==> src/rtl/harness_pkg.sv <==
// Shared definitions for the RAM2 preload harness: sequencer state encoding
// and the default RAM2 geometry used by both the sequencer and the memory.
package harness_pkg;

  localparam int RAM2_ADDR_W = 5;
  localparam int RAM2_DATA_W = 32;

  typedef enum logic [2:0] {
    S_IDLE,
    S_LOAD,
    S_RELEASE,
    S_RUN,
    S_READ,
    S_DONE,
    S_FAIL
  } seq_state_t;

  // Kernel is held in reset whenever RAM2 may still be changing under it.
  function automatic logic kern_held(input seq_state_t s);
    return (s == S_IDLE) || (s == S_LOAD) || (s == S_RELEASE) || (s == S_FAIL);
  endfunction

  function automatic logic seq_busy(input seq_state_t s);
    return (s == S_LOAD) || (s == S_RELEASE) || (s == S_RUN) || (s == S_READ);
  endfunction

endpackage

==> src/rtl/ram_preload_seq.sv <==
// Preload RAM2 through its debug write port, run the kernel with a timeout,
// then stream a result window back out through the debug read port.
module ram_preload_seq
  import harness_pkg::*;
#(
  parameter int ADDR_W  = RAM2_ADDR_W,
  parameter int DATA_W  = RAM2_DATA_W,
  parameter int TIMEOUT = 1024,
  parameter int CNT_W   = 11
) (
  input  logic              clk,
  input  logic              rst,
  input  logic              start,
  input  logic              in_valid,
  output logic              in_ready,
  input  logic [ADDR_W-1:0] in_addr,
  input  logic [DATA_W-1:0] in_data,
  input  logic              in_last,
  input  logic [ADDR_W-1:0] rd_base,
  input  logic [ADDR_W:0]   rd_count,
  output logic              dbg_wr_en,
  output logic [ADDR_W-1:0] dbg_wr_addr,
  output logic [DATA_W-1:0] dbg_wr_data,
  output logic [ADDR_W-1:0] dbg_addr,
  input  logic [DATA_W-1:0] dbg_data,
  output logic              kern_rst,
  input  logic              kern_valid,
  output logic              out_valid,
  input  logic              out_ready,
  output logic [DATA_W-1:0] out_data,
  output logic              busy,
  output logic              done,
  output logic              fail
);

  localparam logic [CNT_W-1:0]  RUN_LAST = CNT_W'(TIMEOUT - 1);
  localparam logic [CNT_W-1:0]  CNT_ONE  = CNT_W'(1);
  localparam logic [ADDR_W-1:0] ADDR_ONE = ADDR_W'(1);
  localparam logic [ADDR_W:0]   WORD_ONE = (ADDR_W + 1)'(1);

  seq_state_t        state;
  seq_state_t        state_nxt;
  logic [ADDR_W-1:0] rd_base_q;
  logic [ADDR_W:0]   rd_count_q;
  logic [ADDR_W:0]   words_left;
  logic [CNT_W-1:0]  run_cnt;

  logic in_fire;
  logic out_fire;
  logic start_ok;

  assign in_fire  = in_valid & in_ready;
  assign out_fire = out_valid & out_ready;
  assign start_ok = start & ((state == S_IDLE) || (state == S_DONE) || (state == S_FAIL));
  assign out_data = dbg_data;

  always_comb begin
    state_nxt = state;
    case (state)
      S_IDLE, S_DONE, S_FAIL: if (start_ok) state_nxt = S_LOAD;
      S_LOAD:                 if (in_fire && in_last) state_nxt = S_RELEASE;
      S_RELEASE:              state_nxt = S_RUN;
      S_RUN: begin
        // A valid arriving on the timeout cycle still counts as success.
        if (kern_valid)             state_nxt = S_READ;
        else if (run_cnt == RUN_LAST) state_nxt = S_FAIL;
      end
      S_READ: begin
        if (!out_valid)                           state_nxt = S_DONE;
        else if (out_ready && words_left == WORD_ONE) state_nxt = S_DONE;
      end
      default:                state_nxt = S_IDLE;
    endcase
  end

  always_ff @(posedge clk or negedge rst) begin
    if (!rst) begin
      state       <= S_IDLE;
      in_ready    <= 1'b0;
      kern_rst    <= 1'b1;
      busy        <= 1'b0;
      done        <= 1'b0;
      fail        <= 1'b0;
      out_valid   <= 1'b0;
      dbg_wr_en   <= 1'b0;
      dbg_wr_addr <= '0;
      dbg_wr_data <= '0;
      dbg_addr    <= '0;
      rd_base_q   <= '0;
      rd_count_q  <= '0;
      words_left  <= '0;
    end else begin
      state     <= state_nxt;
      in_ready  <= (state_nxt == S_LOAD);
      kern_rst  <= kern_held(state_nxt);
      busy      <= seq_busy(state_nxt);
      done      <= (state_nxt == S_DONE);
      fail      <= (state_nxt == S_FAIL);
      dbg_wr_en <= in_fire;
      if (in_fire) begin
        dbg_wr_addr <= in_addr;
        dbg_wr_data <= in_data;
      end
      if (start_ok) begin
        rd_base_q  <= rd_base;
        rd_count_q <= rd_count;
      end
      // The read address is loaded on READ entry so dbg_data is ready in the first READ cycle.
      if (state == S_RUN && state_nxt == S_READ) begin
        dbg_addr   <= rd_base_q;
        words_left <= rd_count_q;
      end else if (state == S_READ && out_fire) begin
        dbg_addr   <= dbg_addr + ADDR_ONE;
        words_left <= words_left - WORD_ONE;
      end
      out_valid <= (state_nxt == S_READ) &&
                   ((state == S_READ) ? out_valid : (rd_count_q != '0));
    end
  end

  always_ff @(posedge clk or negedge rst) begin
    if (!rst) begin
      run_cnt <= '0;
    end else if (start_ok) begin
      run_cnt <= '0;
    end else if (state == S_RUN) begin
      run_cnt <= run_cnt + CNT_ONE;
    end
  end

endmodule

==> config.mk <==
export PLATFORM = sky130hd
export DESIGN_NAME = ram_preload_seq
export DESIGN_NICKNAME = d
export VERILOG_FILES = /design/src/rtl/harness_pkg.sv /design/src/rtl/ram_preload_seq.sv
export SDC_FILE = /design/constraint.sdc
export NUM_CORES = 1
export LEC_CHECK = 0
export ABC_AREA = 0
export CORE_ASPECT_RATIO = 1.75
export CORE_MARGIN = 2
export CORE_UTILIZATION = 42
export DETAILED_ROUTE_END_ITERATION = 10
export PLACE_DENSITY_LB_ADDON = 0.12
export SKIP_CTS_REPAIR_TIMING = 1
export SLEW_MARGIN = 25
export SYNTH_ARGS = -nofsm -noshare
export SYNTH_HDL_FRONTEND = slang
export SYNTH_SLANG_ARGS = --single-unit
==> constraint.sdc <==
create_clock -name clk -period 2.1 [get_ports clk]
set_clock_uncertainty 0.05 [all_clocks]
set_input_delay 0.21 -clock clk [delete_from_list [all_inputs] [get_ports clk]]
set_output_delay 0.21 -clock clk [all_outputs]
set_load 0.01 [all_outputs]
=== Yosys cells after proc, flatten, opt, wreduce, memory -nomap -nowiden ===
Cells that the tools add are included.

* Register bits after elaboration: 80
* Input bits: 87
* Output and inout port bits: 81

* Add/subtract/negate cells: 3
* Equality and inequality tests: 14
* Multiplexer cells: 14
* Bitwise gates (word level): 3
* Reduce and logical (&&, ||, !) cells: 19

{| class="wikitable"
|+ Operators with widths
! operator !! number
|-
| $mux W11 || 2
|-
| $eq A3 B3 Y1 const B || 6
|-
| $mux W3 || 6
|-
| $pmux W3 S5 || 1
|-
| $eq A3 B2 Y1 const B || 4
|-
| $mux W6 || 2
|-
| $add A11 B1 Y11 const B || 1
|-
| $eq A11 B10 Y1 const B || 1
|-
| $mux W5 || 2
|-
| $logic_or A1 B1 Y1 || 8
|-
| $eq A3 B1 Y1 const B || 2
|-
| $eq A6 B1 Y1 const B || 1
|-
| $logic_not A3 Y1 || 2
|-
| $reduce_bool A6 Y1 || 1
|-
| $sub A6 B1 Y6 const B || 1
|-
| $add A5 B1 Y5 const B || 1
|-
| $logic_and A1 B1 Y1 || 5
|-
| $reduce_bool A2 Y1 || 2
|-
| $and A1 B1 Y1 || 3
|-
| $reduce_or A3 Y1 || 1
|-
| $mux W1 || 1
|}

=== Longest topological paths before layout ===
Gate-level depths: netlist (run 1).

* Depth in word-level cells: 10
* Gate-level depth with buffers: 7
* Depth with buffers taken out: 6

=== Worst setup path before layout (run 1) ===
Ideal clock, no wire load.

* Path type: reg2reg
* Start point: register run_cnt[0]
* End point: register dbg_addr[0]
* Setup time: 0.125 ns
* Arrival time: 1.693 ns
* Required time: 1.925 ns
* Path slack: 0.232 ns
* Stages on the path, launching flop included: 8
* Period minus slack after synthesis: 1.868 ns
* Cells stage by stage: dfrtp_1 > ha_1 > nand2b_1 > nor4_1 > nand2_1 > a21oi_1 > buf_4 > mux2_2

* Word-level cells in the longest chain between the ends: 7

{| class="wikitable"
|+ Ends and longest elaborated chain
! element !! RTL line !! source
|-
| start: declaration || ram_preload_seq.sv:46 || <nowiki>logic [CNT_W-1:0] run_cnt;</nowiki>
|-
| start signal: assignment || ram_preload_seq.sv:127 || <nowiki>run_cnt <= run_cnt + CNT_ONE;</nowiki>
|-
| $eq A11 B10 Y1 (*) || ram_preload_seq.sv:66 || <nowiki>else if (run_cnt == RUN_LAST) state_nxt = S_FAIL;</nowiki>
|-
| $mux W3 (*) || ram_preload_seq.sv:66 ||
|-
| $mux W3 (*) || ram_preload_seq.sv:65 || <nowiki>if (kern_valid) state_nxt = S_READ;</nowiki>
|-
| $pmux W3 S5 (*) || ram_preload_seq.sv:59 || <nowiki>case (state)</nowiki>
|-
| $eq A3 B3 Y1 (*) || ram_preload_seq.sv:109 || <nowiki>if (state == S_RUN && state_nxt == S_READ) begin</nowiki>
|-
| $logic_and A1 B1 Y1 (*) || ram_preload_seq.sv:109 ||
|-
| $mux W5 / $reduce_bool A2 Y1 (equally long branches) || -- ||
|-
| end signal: assignment || ram_preload_seq.sv:110 || <nowiki>dbg_addr <= rd_base_q;</nowiki>
|-
| end signal: assignment || ram_preload_seq.sv:113 || <nowiki>dbg_addr <= dbg_addr + ADDR_ONE;</nowiki>
|-
| end: declaration || ram_preload_seq.sv:24 || <nowiki>output logic [ADDR_W-1:0] dbg_addr,</nowiki>
|}

Every way passes the cells marked *; elsewhere a longest branch is shown, timed or not.
A chain may end at the register's enable or synchronous reset.

=== Final worst setup path (run 1) ===
* Start point: register run_cnt[1]
* End point: register dbg_addr[1]

Same word-level chain as after synthesis.

==> qor.log, run 1 <==
qor: layout.layout.cells.non_filler 515
qor: clock_network.cts.htree.levels 3
qor: timing.worstMarginPinSlew 0.515 ns
qor: grt.overflow 0
qor: power.power.density 1410 nW/um2
qor: detailed_routing.route.antenna.remaining_nets 0
qor: power.p_leak 2.18 nW
qor: status.outcome finished clean
qor: detailed_routing.routed_wl 8.11 mm
qor: floorplan.initial_utilization 43.3%
qor: grt.grt_antenna_before_repair 0
qor: setup_path.worst-endpoint-required 2.26 ns
qor: power.p_total 7.25 mW
qor: layout.finalNetCount 484
qor: placed_design.detailedPlacementHpwl 5.90 mm
qor: floorplan.placement_rows 45
qor: clock_network.cts_buffer_depth 2
qor: setup_path.category_of_the_critical_setup_timing_path flop to flop
qor: setup_path.critical_path_endpoint_category flop
qor: placed_design.routabilityCongestion 0.814
qor: layout.flow.area_growth_from_synthesis 37.0%
qor: clock_network.number_of_buffers_created_by_cts 9
qor: detailed_routing.met3_length 464 um
qor: synthesis.synthesis.yosys.warnings 0
qor: timing.finalMaxSlewViolations 0
qor: detailed_routing.drc_errors_left 0
qor: synthesis.synth-edff-count 0
qor: grt.grt_start_max_net_pins 42
qor: floorplan.area_of_the_core 8670 um2
qor: timing.max_slew_margin 65.7%
qor: timing.setup_violations 0
qor: synthesis.synth_async_sr_flop_share 100%
qor: detailed_routing.vias 2572
qor: min_path.hold_crit_path_type input port to asynchronous set/reset pin
qor: clock_network.clock_insertion_delay_worst_skew 0.33 ns
qor: synthesis.syn-mean-instance-area 12.3 um2
qor: detailed_routing.avgViaCountPerCell 4.99
qor: floorplan.fp.dieH 129 um
qor: synthesis.synth_flop_cell dfrtp_1
qor: setup_path.critPathLaunch run_cnt[1]
qor: floorplan.dieWidth 75.5 um
qor: setup_path.endpoint_arrival_time_on_the_critical_path 2.14 ns
qor: clock_network.cts.clk_slew.worst_paths 0.06 ns
qor: timing.timing.final.hold_violations 0
qor: setup_path.rr_startpoint run_cnt[1]
qor: layout.layout.cells.most_common_list clkdlybuf4s50_1, dfrtp_1, mux2_2, buf_4, nor2_1
qor: synthesis.synth-seq-cells 80
qor: setup_path.worstSetupStartpointType flop
qor: detailed_routing.drt_first_pass_iters 4
qor: clock_network.clock_tree.root_cell clkbuf_16
qor: placed_design.dp.cells 496
qor: detailed_routing.post_drt_wl_per_cell 15.7 um
qor: detailed_routing.met1_length 2.92 mm
qor: timing.rsz0062_at_grt no
qor: detailed_routing.top_metal_used met4
qor: timing.fin_tns_setup 0 ns
qor: synthesis.netlist-cell-type-count 40
qor: grt.grt_pass1_vias 2655
qor: layout.proportion_of_layout_cells_with_a_drive_suffix_above_1 26.6%
qor: layout.antenna_cells 0
qor: grt.grt_pass1_wl 12.8 mm
qor: synthesis.synthesis.area 3750 um2
qor: clock_network.clock_sink_count 80
qor: floorplan.die_area 9740 um2
qor: grt.gr-usage-all-layers 17.9%
qor: synthesis.synth_fp_nets 396
qor: placed_design.numPortBuffers 103
qor: timing.timing.fmax 0.506 GHz
qor: synthesis.synth_sequential_area_ratio 53.4%
qor: power.vdd_ir_drop_max 0.860 mV
qor: clock_network.cts_tree done
qor: timing.finalCriticalPeriod 1.98 ns
qor: synthesis.netlist_instances 305
qor: detailed_routing.drtIter0Drc 118
qor: job.drv_cap 0
qor: layout.final_common_cell clkdlybuf4s50_1
qor: timing.post_route_clock_period_utilization 94.1%
qor: floorplan.ios 168
qor: detailed_routing.detailroute.wirelength.met2 4.53 mm
qor: setup_path.path_max_fanout 6
==> per-stage QoR <==
stage	utilization, %	hold WS, ns	setup slack (ns)	cell area (um2)
3_3_place_gp	54.9	0.173	0.0795	4760
2_1_floorplan	-	-0.136	0.232	3750
6_report	59.3	0.337	0.123	5140
3_5_place_dp	54.9	0.173	0.0483	4760
4_1_cts	58.6	-0.192	0.0531	5080
5_1_grt	59.3	0.370	0.0175	5140
==> report_power, final <==
group | internal, mW | switching [mW]
clock | 1.07 | 0.603
combinational | 1.77 | 1.17
sequential | 2.21 | 0.430
==> worst paths after layout <==
path / end / slack, ns / depth (start not counted)
min reg2reg: dbg_wr_data[31] / 0.45 / 1
min: dbg_wr_data[31] / 0.34 / 2
min in group clk: out_data[11] / 0.37 / 0
max reg2reg: dbg_addr[1] / 0.12 / 8
max in group asynchronous: rd_count_q[2] / 1.05 / 3
max: dbg_addr[1] / 0.12 / 8
==> final cells by class <==
cell class,instances,area [um2]
fillers,777,3530
flip-flops and latches,80,2000
multi-input cells,174,1450
repair buffers,122,1190
clock buffers,11,243
well taps,117,146
clock inverters,5,80.1
inverters,6,22.5
==> state kept, by name (all words and copies together) (netlist names), 3 cells and up <==
signal,flops
dbg_addr,5
state,3
run_cnt,11
dbg_wr_addr,5
rd_count_q,6
words_left,6
rd_base_q,5
dbg_wr_data,32
==> cell usage after synthesis, drive strengths merged, types with 4 or more instances <==
| cell type | instances | area share (%) |
|---|---|---|
| nand2 | 14 | 1.4 |
| dfrtp | 79 | 53 |
| nand4 | 7 | 1.3 |
| mux2 | 60 | 18 |
| nor2 | 15 | 1.5 |
| o21ai | 4 | 0.53 |
| nor3 | 8 | 1.2 |
| a21oi | 7 | 0.93 |
| clkbuf | 5 | 0.50 |
| inv | 6 | 0.60 |
| xnor2 | 14 | 3.3 |
| buf | 40 | 7.5 |
| nand2b | 4 | 0.73 |
| nand3 | 6 | 0.80 |
| xor2 | 7 | 1.6 |
| ha | 4 | 1.3 |
==> layer usage <==
metal / global-route usage (%) / vias to the layer above
met5: 0 / -
met4: 8.15 / 0
met3: 6.30 / 22
met2: 30.9 / 83
met1: 19.0 / 1272
li1: - / 1195
==> worst max-delay path, cell delays in order, from the launching register on <==
cell      delay [ns]
dfrtp_1         0.39
ha_2            0.21
nand2b_1        0.08
nor4_2          0.22
buf_4           0.16
nand2_1         0.08
a21oi_4         0.17
buf_6           0.16
mux2_2          0.33
==> cell families (layout without fill, tap and decap cells) <==
family,Yosys count,after routing,synth area share (%)
flops,80,80,53.4
simple gates,69,69,10.0
mux,61,61,18.3
buf+inv,51,144,8.64
xor+xnor,21,21,4.90
compound gates,19,19,3.47
fa+ha+maj,4,4,1.33
No activity file was read; power rests on OpenSTA's default activity.
==> run 2: changes to the inputs <==
ABC_AREA = 1   (was 0)
CORE_UTILIZATION = 43   (was 42)
==> run 2 against run 1 <==
Hold slack better by 0.013 ns. Final cell count up 27%. Critical path depth rose by 2. Fmax up 5.4%. Via count is 21% higher. Synthesized cell count up 49%. Critical endpoint is now dbg_addr[0]. First-iteration DRC count is 21% higher.
==> qor.log, run 2 <==
qor: detailed_routing.drt_first_pass_iters 4 [unchanged]
qor: timing.worstMarginPinSlew 0.501 ns [was 0.515 ns]
qor: layout.num-fill-cells 833 [was 777]
qor: layout.proportion_of_layout_cells_with_a_drive_suffix_above_1 12.0% [was 26.6%]
qor: detailed_routing.routed_wl 8.76 mm [was 8.11 mm]
qor: grt.grt_start_max_net_pins 43 [was 42]
qor: grt.grt_pass1_wl 15.1 mm [was 12.8 mm]
qor: power.p_leak 2.54 nW [was 2.18 nW]
qor: detailed_routing.route.antenna.remaining_nets 0 [unchanged]
qor: synthesis.synthDominantAreaCellType dfrtp_1 [unchanged]
qor: clock_network.cts_tree done [unchanged]
qor: power.power.density 1360 nW/um2 [was 1410 nW/um2]
qor: synthesis.synthesis.area 3930 um2 [was 3750 um2]
qor: setup_path.worst-endpoint-required 2.26 ns [about the same]
qor: timing.finalCriticalPeriod 1.88 ns [was 1.98 ns]
qor: synthesis.synth_async_sr_flop_share 100% [unchanged]
qor: floorplan.fp.dieH 130 um [was 129 um]
qor: setup_path.critical-path-top-cell-by-count nand2_4
qor: grt.grt_pass1_vias 3194 [was 2655]
qor: timing.finalMaxSlewViolations 0 [unchanged]
qor: timing.fin_tns_setup 0 ns [unchanged]
qor: clock_network.clock_tree.root_cell clkbuf_16 [unchanged]
qor: detailed_routing.post_drt_wl_per_cell 13.4 um [was 15.7 um]
qor: detailed_routing.drc_errors_left 0 [unchanged]
qor: floorplan.die_area 9940 um2 [was 9740 um2]
qor: synthesis.synth-seq-cells 80 [unchanged]
qor: setup_path.crit_path_cell_trace nor2_1 -> nand2_4 -> nor2_4 -> nand3_2 -> nand2_2 -> nand2_4 -> nand2_4 -> nand4_4 -> nor2_1 -> a21oi_2 [was ha_2 -> nand2b_1 -> nor4_2 -> buf_4 -> nand2_1 -> a21oi_4 -> buf_6 -> mux2_2]
qor: power.p_total 7.09 mW [was 7.25 mW]
qor: floorplan.initial_utilization 43.7% [was 43.3%]
qor: layout.reg.largest.list dbg_wr_data: 32 flops, run_cnt: 11 flops [unchanged]
qor: detailed_routing.vias 3116 [was 2572]
qor: clock_network.cts.htree.levels 3 [unchanged]
qor: synthesis.synth-edff-count 0 [unchanged]
qor: setup_path.cp_top_family simple AND/OR/NAND/NOR gates [was flip-flops]
qor: setup_path.worstSetupStartpointType flop [unchanged]
qor: placed_design.numPortBuffers 103 [unchanged]
qor: layout.antenna_cells 0 [unchanged]
qor: setup_path.category_of_the_critical_setup_timing_path flop to flop [unchanged]
qor: layout.largest_register_ffs 32 [unchanged]
qor: setup_path.endpoint_arrival_time_on_the_critical_path 2.04 ns [was 2.14 ns]
qor: floorplan.area_of_the_core 8980 um2 [was 8670 um2]
qor: timing.timing.final.hold_violations 0 [unchanged]
qor: placed_design.detailedPlacementHpwl 6.39 mm [was 5.90 mm]
qor: floorplan.ios 168 [unchanged]
qor: timing.post_route_clock_period_utilization 89.3% [was 94.1%]
qor: min_path.hold_crit_path_type input port to asynchronous set/reset pin [unchanged]
qor: synthesis.netlist_instances 453 [was 305]
qor: timing.final.setup.worst_slack 0.225 ns [was 0.123 ns]
qor: synthesis.syn-mean-instance-area 8.67 um2 [was 12.3 um2]
qor: synthesis.synth_flop_cell dfrtp_1 [unchanged]
qor: timing.rsz0062_at_grt no [unchanged]
qor: layout.final_common_cell nand2_1 [was clkdlybuf4s50_1]
qor: synthesis.synthesis.yosys.warnings 0 [unchanged]
qor: synthesis.synthDominantCellAreaShare 50.4% [was 52.7%]
qor: setup_path.critical_path_endpoint_category flop [unchanged]
qor: status.outcome finished clean [unchanged]
qor: layout.flow.area_growth_from_synthesis 33.0% [was 37.0%]
qor: placed_design.routabilityCongestion 0.875 [was 0.814]
qor: setup_path.timing.critical_path.buf_inv 0 [was 2]
qor: setup_path.path_max_fanout 13 [was 6]
qor: layout.fin_util 58.2% [was 59.3%]
qor: clock_network.cts.clk_slew.worst_paths 0.06 ns [about the same]
qor: floorplan.placement_rows 46 [was 45]
qor: detailed_routing.avgViaCountPerCell 4.76 [was 4.99]
qor: grt.grt_antenna_before_repair 0 [unchanged]
qor: detailed_routing.drtIter0Drc 143 [was 118]
qor: job.drv_cap 0 [unchanged]
qor: layout.finalNetCount 621 [was 484]
qor: setup_path.critical-path-max-stage-delay 0.42 ns [was 0.39 ns]
qor: floorplan.dieWidth 76.2 um [was 75.5 um]
qor: layout.register_name_with_the_most_flops dbg_wr_data [unchanged]
qor: clock_network.cts_buffer_depth 2 [unchanged]
qor: timing.max_slew_margin 66.6% [was 65.7%]
qor: placed_design.dpl_worst_slack 0.122 ns [was 0.0483 ns]
qor: synthesis.synthMostInstantiatedCell nand2_1 [was dfrtp_1]
qor: clock_network.clock_insertion_delay_worst_skew 0.33 ns [about the same]
qor: timing.setup_violations 0 [unchanged]
qor: setup_path.worst_path_max_delay_cell dfrtp_1 [unchanged]
qor: synthesis.synth_sequential_area_ratio 51.0% [was 53.4%]
qor: power.vdd_ir_drop_max 0.687 mV [was 0.860 mV]
qor: layout.layout.cells.most_common_list nand2_1, clkdlybuf4s50_1, dfrtp_1, inv_1 [was clkdlybuf4s50_1, dfrtp_1, mux2_2, buf_4, nor2_1]
qor: clock_network.clock_sink_count 80 [unchanged]
qor: synthesis.synth_area_leaders dfrtp_1, nand2_1, buf_4, nand3_2, inv_1 [was dfrtp_1, mux2_2, buf_4, xnor2_1, xor2_1]
qor: synthesis.netlist-cell-type-count 34 [was 40]
qor: clock_network.number_of_buffers_created_by_cts 9 [unchanged]
qor: synthesis.synth_top_cells_by_count nand2_1, dfrtp_1, buf_4 [was dfrtp_1, mux2_2, buf_4]
qor: timing.timing.fmax 0.533 GHz [was 0.506 GHz]
qor: grt.overflow 0 [unchanged]
qor: synthesis.synth_fp_nets 544 [was 396]
qor: grt.gr-usage-all-layers 18.9% [was 17.9%]
==> run 2: cell count changes after synthesis, moves of 7 or more <==
cell / previous run / this run
inv_1: 6 / 23
nand2_1: 14 / 182
nand3_1: 6 / 13
mux2_2: 60 / 0
nand3_2: 0 / 19
xnor2_1: 14 / 2
==> run 2: area by class of cell <==
| type | count | area [um2] | share of cell area, % |
|---|---|---|---|
| inverters | 28 | 105 | 2.01 |
| repair buffers | 112 | 1110 | 21.3 |
| flip-flops and latches | 80 | 2000 | 38.4 |
| clock inverters | 7 | 120 | 2.30 |
| multi-input cells | 299 | 1510 | 28.9 |
| well taps | 120 | 150 | 2.87 |
| clock buffers | 9 | 225 | 4.31 |
==> run 2: cell families after synthesis <==
logic type,share of synthesized area [%]
flops,51.0
fa+ha+maj,1.27
simple gates,31.5
compound gates,3.89
xor+xnor,1.78
buf+inv,10.6
==> run 2: through the flow <==
step                      area [um2]  instances  hold WS [ns]
after floorplan                 3930        453        -0.136
after global placement          4870        638         0.161
after detailed placement        4870        638         0.169
after CTS                       5210        654        -0.192
after global routing            5220        655         0.370
final                           5220        655         0.350
==> run 2: layer usage <==
metal | GRT usage, % | wire (um) | up-vias
li1 | - | - | 1555
met1 | 22.4 | 3650 | 1441
met2 | 32.7 | 4440 | 105
met3 | 4.74 | 503 | 15
met4 | 8.13 | 157 | 0
met5 | 0 | 0 | -
==> run 2: power breakdown <==
part | internal (mW) | switching [mW]
clock network | 1.16 | 0.617
logic | 1.34 | 1.42
registers | 2.15 | 0.402
==> run 2: worst paths after layout <==
path	from	endpoint	slack, ns	depth (start not counted)
worst max register to register	state[1]	dbg_addr[0]	0.22	10
worst min register to register	dbg_wr_data[3]	dbg_wr_data[3]	0.42	2
max in group asynchronous	rst	kern_rst	0.99	3
min in group clk	in_data[15]	dbg_wr_data[15]	0.36	3
worst max-delay path	state[1]	dbg_addr[0]	0.22	10
worst min-delay path	rst	dbg_wr_data[3]	0.35	2
==> run 3: changes to the inputs <==
CORE_UTILIZATION = 39   (was 43)
CTS_CLUSTER_DIAMETER = 150   (was unset)
clock period = 1.6 ns   (was 2.1 ns; I/O delays follow)
==> run 3 against run 2 <==
The flow now finishes with violations (negative setup slack). Largest cell class unchanged. Flip-flop and latch count did not move. Clock power rose by 31%. Register-to-register slack got worse by 0.29 ns. Routed wire length rose by 7.8%. Cell area rose by 10%.
==> qor.log, run 3 (synthesized netlist as in run 2, its figures left out) <==
qor: timing.finalCriticalPeriod 1.67 ns [was 1.88 ns]
qor: layout.num-fill-cells 888 [was 833]
qor: placed_design.routabilityCongestion 0.870 [was 0.875]
qor: setup_path.worstReg2RegEnd words_left[3] [was dbg_addr[0]]
qor: floorplan.initial_utilization 39.9% [was 43.7%]
qor: timing.final.setup.worst_slack -0.0655 ns [was 0.225 ns]
qor: layout.finalNetCount 662 [was 621]
qor: floorplan.area_of_the_core 9850 um2 [was 8980 um2]
qor: setup_path.crit_path_cell_trace ha_4 -> nand2_1 -> nor2_1 -> nand3_1 -> nand3_2 -> nand2_4 -> nand2_4 -> nand4_4 -> clkbuf_16 -> nand3_2 -> nand3_2 [was nor2_1 -> nand2_4 -> nor2_4 -> nand3_2 -> nand2_2 -> nand2_4 -> nand2_4 -> nand4_4 -> nor2_1 -> a21oi_2]
qor: detailed_routing.drc_errors_left 0 [unchanged]
qor: layout.final_cell_area 5760 um2 [was 5220 um2]
qor: status.outcome complete, but fails checks [was finished clean]
qor: detailed_routing.vias 3267 [was 3116]
qor: job.drv_cap 0 [unchanged]
qor: clock_network.clock_tree.root_cell clkbuf_16 [unchanged]
qor: setup_path.critical-path-max-stage-delay 0.39 ns [was 0.42 ns]
qor: floorplan.die_area 10900 um2 [was 9940 um2]
qor: detailed_routing.post_drt_wl_per_cell 13.5 um [was 13.4 um]
qor: power.p_total 10.0 mW [was 7.09 mW]
qor: timing.rsz0062_at_grt yes [was no]
qor: placed_design.detailedPlacementHpwl 6.83 mm [was 6.39 mm]
qor: grt.overflow 0 [unchanged]
qor: detailed_routing.route.antenna.remaining_nets 0 [unchanged]
qor: setup_path.category_of_the_critical_setup_timing_path flop to flop [unchanged]
qor: timing.timing.fmax 0.600 GHz [was 0.533 GHz]
qor: power.power.density 1740 nW/um2 [was 1360 nW/um2]
qor: timing.worstMarginPinSlew 0.380 ns [was 0.501 ns]
qor: detailed_routing.drt_first_pass_iters 6 [was 4]
qor: floorplan.dieWidth 79.8 um [was 76.2 um]
qor: setup_path.path_max_fanout 6 [was 13]
qor: layout.antenna_cells 0 [unchanged]
qor: setup_path.endpoint_arrival_time_on_the_critical_path 1.83 ns [was 2.04 ns]
qor: setup_path.timing.critical_path.buf_inv 1 [was 0]
qor: layout.register_name_with_the_most_flops dbg_wr_data [unchanged]
qor: layout.final_common_cell nand2_1 [unchanged]
qor: clock_network.cts.clk_slew.worst_paths 0.06 ns [about the same]
qor: grt.grt_antenna_before_repair 0 [unchanged]
qor: clock_network.cts_buffer_depth 2 [unchanged]
qor: floorplan.placement_rows 48 [was 46]
qor: layout.layout.cells.most_common_list nand2_1, clkdlybuf4s50_1, dfrtp_1, buf_4, nand3_2 [was nand2_1, clkdlybuf4s50_1, dfrtp_1, inv_1]
qor: detailed_routing.avgViaCountPerCell 4.66 [was 4.76]
qor: setup_path.rr_startpoint run_cnt[1] [was state[1]]
qor: setup_path.worst_path_max_delay_cell dfrtp_1 [unchanged]
qor: grt.grt_pass1_vias 3323 [was 3194]
qor: power.vdd_ir_drop_max 0.721 mV [was 0.687 mV]
qor: clock_network.cts.htree.levels 3 [unchanged]
qor: floorplan.ios 168 [unchanged]
qor: timing.setup_violations 10 [was 0]
qor: layout.largest_register_ffs 32 [unchanged]
qor: power.p_leak 2.82 nW [was 2.54 nW]
qor: timing.post_route_clock_period_utilization 104% [was 89.3%]
qor: placed_design.numPortBuffers 103 [unchanged]
qor: timing.max_slew_margin 74.6% [was 66.6%]
qor: clock_network.number_of_buffers_created_by_cts 9 [unchanged]
qor: layout.proportion_of_layout_cells_with_a_drive_suffix_above_1 23.4% [was 12.0%]
qor: grt.gr-usage-all-layers 17.7% [was 18.9%]
qor: grt.grt_pass1_wl 15.1 mm [about the same]
qor: setup_path.worstSetupStartpointType flop [unchanged]
qor: detailed_routing.drtIter0Drc 102 [was 143]
qor: setup_path.critical_path_endpoint_category flop [unchanged]
qor: setup_path.worst-endpoint-required 1.76 ns [was 2.26 ns]
qor: timing.finalMaxSlewViolations 0 [unchanged]
qor: status.failing_checks negative setup slack
qor: clock_network.cts_tree done [unchanged]
qor: detailed_routing.routed_wl 9.44 mm [was 8.76 mm]
qor: layout.multi_input_comb_area 1650 um2 [was 1510 um2]
qor: grt.grt_start_max_net_pins 39 [was 43]
qor: floorplan.fp.dieH 137 um [was 130 um]
qor: clock_network.clock_sink_count 80 [unchanged]
qor: timing.timing.final.hold_violations 0 [unchanged]
qor: layout.reg.largest.list dbg_wr_data: 32 flops, run_cnt: 11 flops [unchanged]
qor: setup_path.critical-path-top-cell-by-count nand3_2 [was nand2_4]
qor: layout.flow.area_growth_from_synthesis 46.8% [was 33.0%]
qor: clock_network.clock_insertion_delay_worst_skew 0.33 ns [about the same]
qor: setup_path.cp_top_family simple AND/OR/NAND/NOR gates [unchanged]
qor: min_path.hold_crit_path_type input port to asynchronous set/reset pin [unchanged]
qor: layout.final-seq-area 2010 um2 [was 2000 um2]
qor: setup_path.worst-r2r-cell-count 11 [was 10]
qor: setup_path.ff2ff_setup_slack -0.07 ns [was 0.22 ns]
qor: placed_design.postPlaceCellArea 5170 um2 [was 4870 um2]
[run 3: cell types whose count changed in the layout (fill, tap and decap cells not counted), sizes merged]
| cell | before | now |
|---|---|---|
| buf | 9 | 49 |
| clkinv | 4 | 0 |
| inv | 27 | 30 |
| clkbuf | 9 | 11 |
| clkdlybuf4s50 | 102 | 101 |
| dlymetal6s2s | 0 | 1 |
[run 3: power breakdown]
part	internal, mW	switching (mW)
Combinational	2.26	2.09
Sequential	2.83	0.517
Clock	1.54	0.808
Total	6.62	3.42
[run 3: worst max-delay path by stage]
stage | startpoint | end | cells after the start
floorplan | state[1] | words_left[5] | 11
global placement | start | dbg_addr[0] | 10
detailed placement | start | dbg_addr[0] | 10
CTS | state[1] | dbg_addr[0] | 11
global route | run_cnt[1] | words_left[3] | 11
finish | run_cnt[1] | words_left[3] | 11
[run 3: layout make-up]
| class | count | area share (%) |
|---|---|---|
| Sequential cell | 80 | 34.8 |
| Multi-Input combinational cell | 299 | 28.6 |
| Timing Repair Buffer | 153 | 26.1 |
| Clock buffer | 10 | 3.97 |
| Tap cell | 125 | 2.71 |
| Clock inverter | 6 | 2.00 |
| Inverter | 28 | 1.82 |
[run 3: per-layer routing]
metal / up-vias / share of wire [%] / routed length (um) / track usage (%)
li1: 1646 / - / - / -
met1: 1487 / 40 / 3750 / 20.1
met2: 103 / 52 / 4890 / 31.7
met3: 31 / 5.9 / 555 / 3.30
met4: 0 / 2.6 / 247 / 8.00
met5: - / 0 / 0 / 0
[run 3: through the flow]
stage	hold WS (ns)	utilization (%)	setup WS, ns	cells	TNS, ns
6_report	0.220	58.5	-0.0655	701	-0.472
5_1_grt	0.243	58.5	-0.160	701	-1.64
4_1_cts	-0.319	56.0	-0.171	694	-1.91
3_5_place_dp	0.0444	52.5	-0.212	678	-2.18
3_3_place_gp	0.0408	52.5	-0.199	678	-1.86
2_1_floorplan	-0.186	-	0.00255	453	0
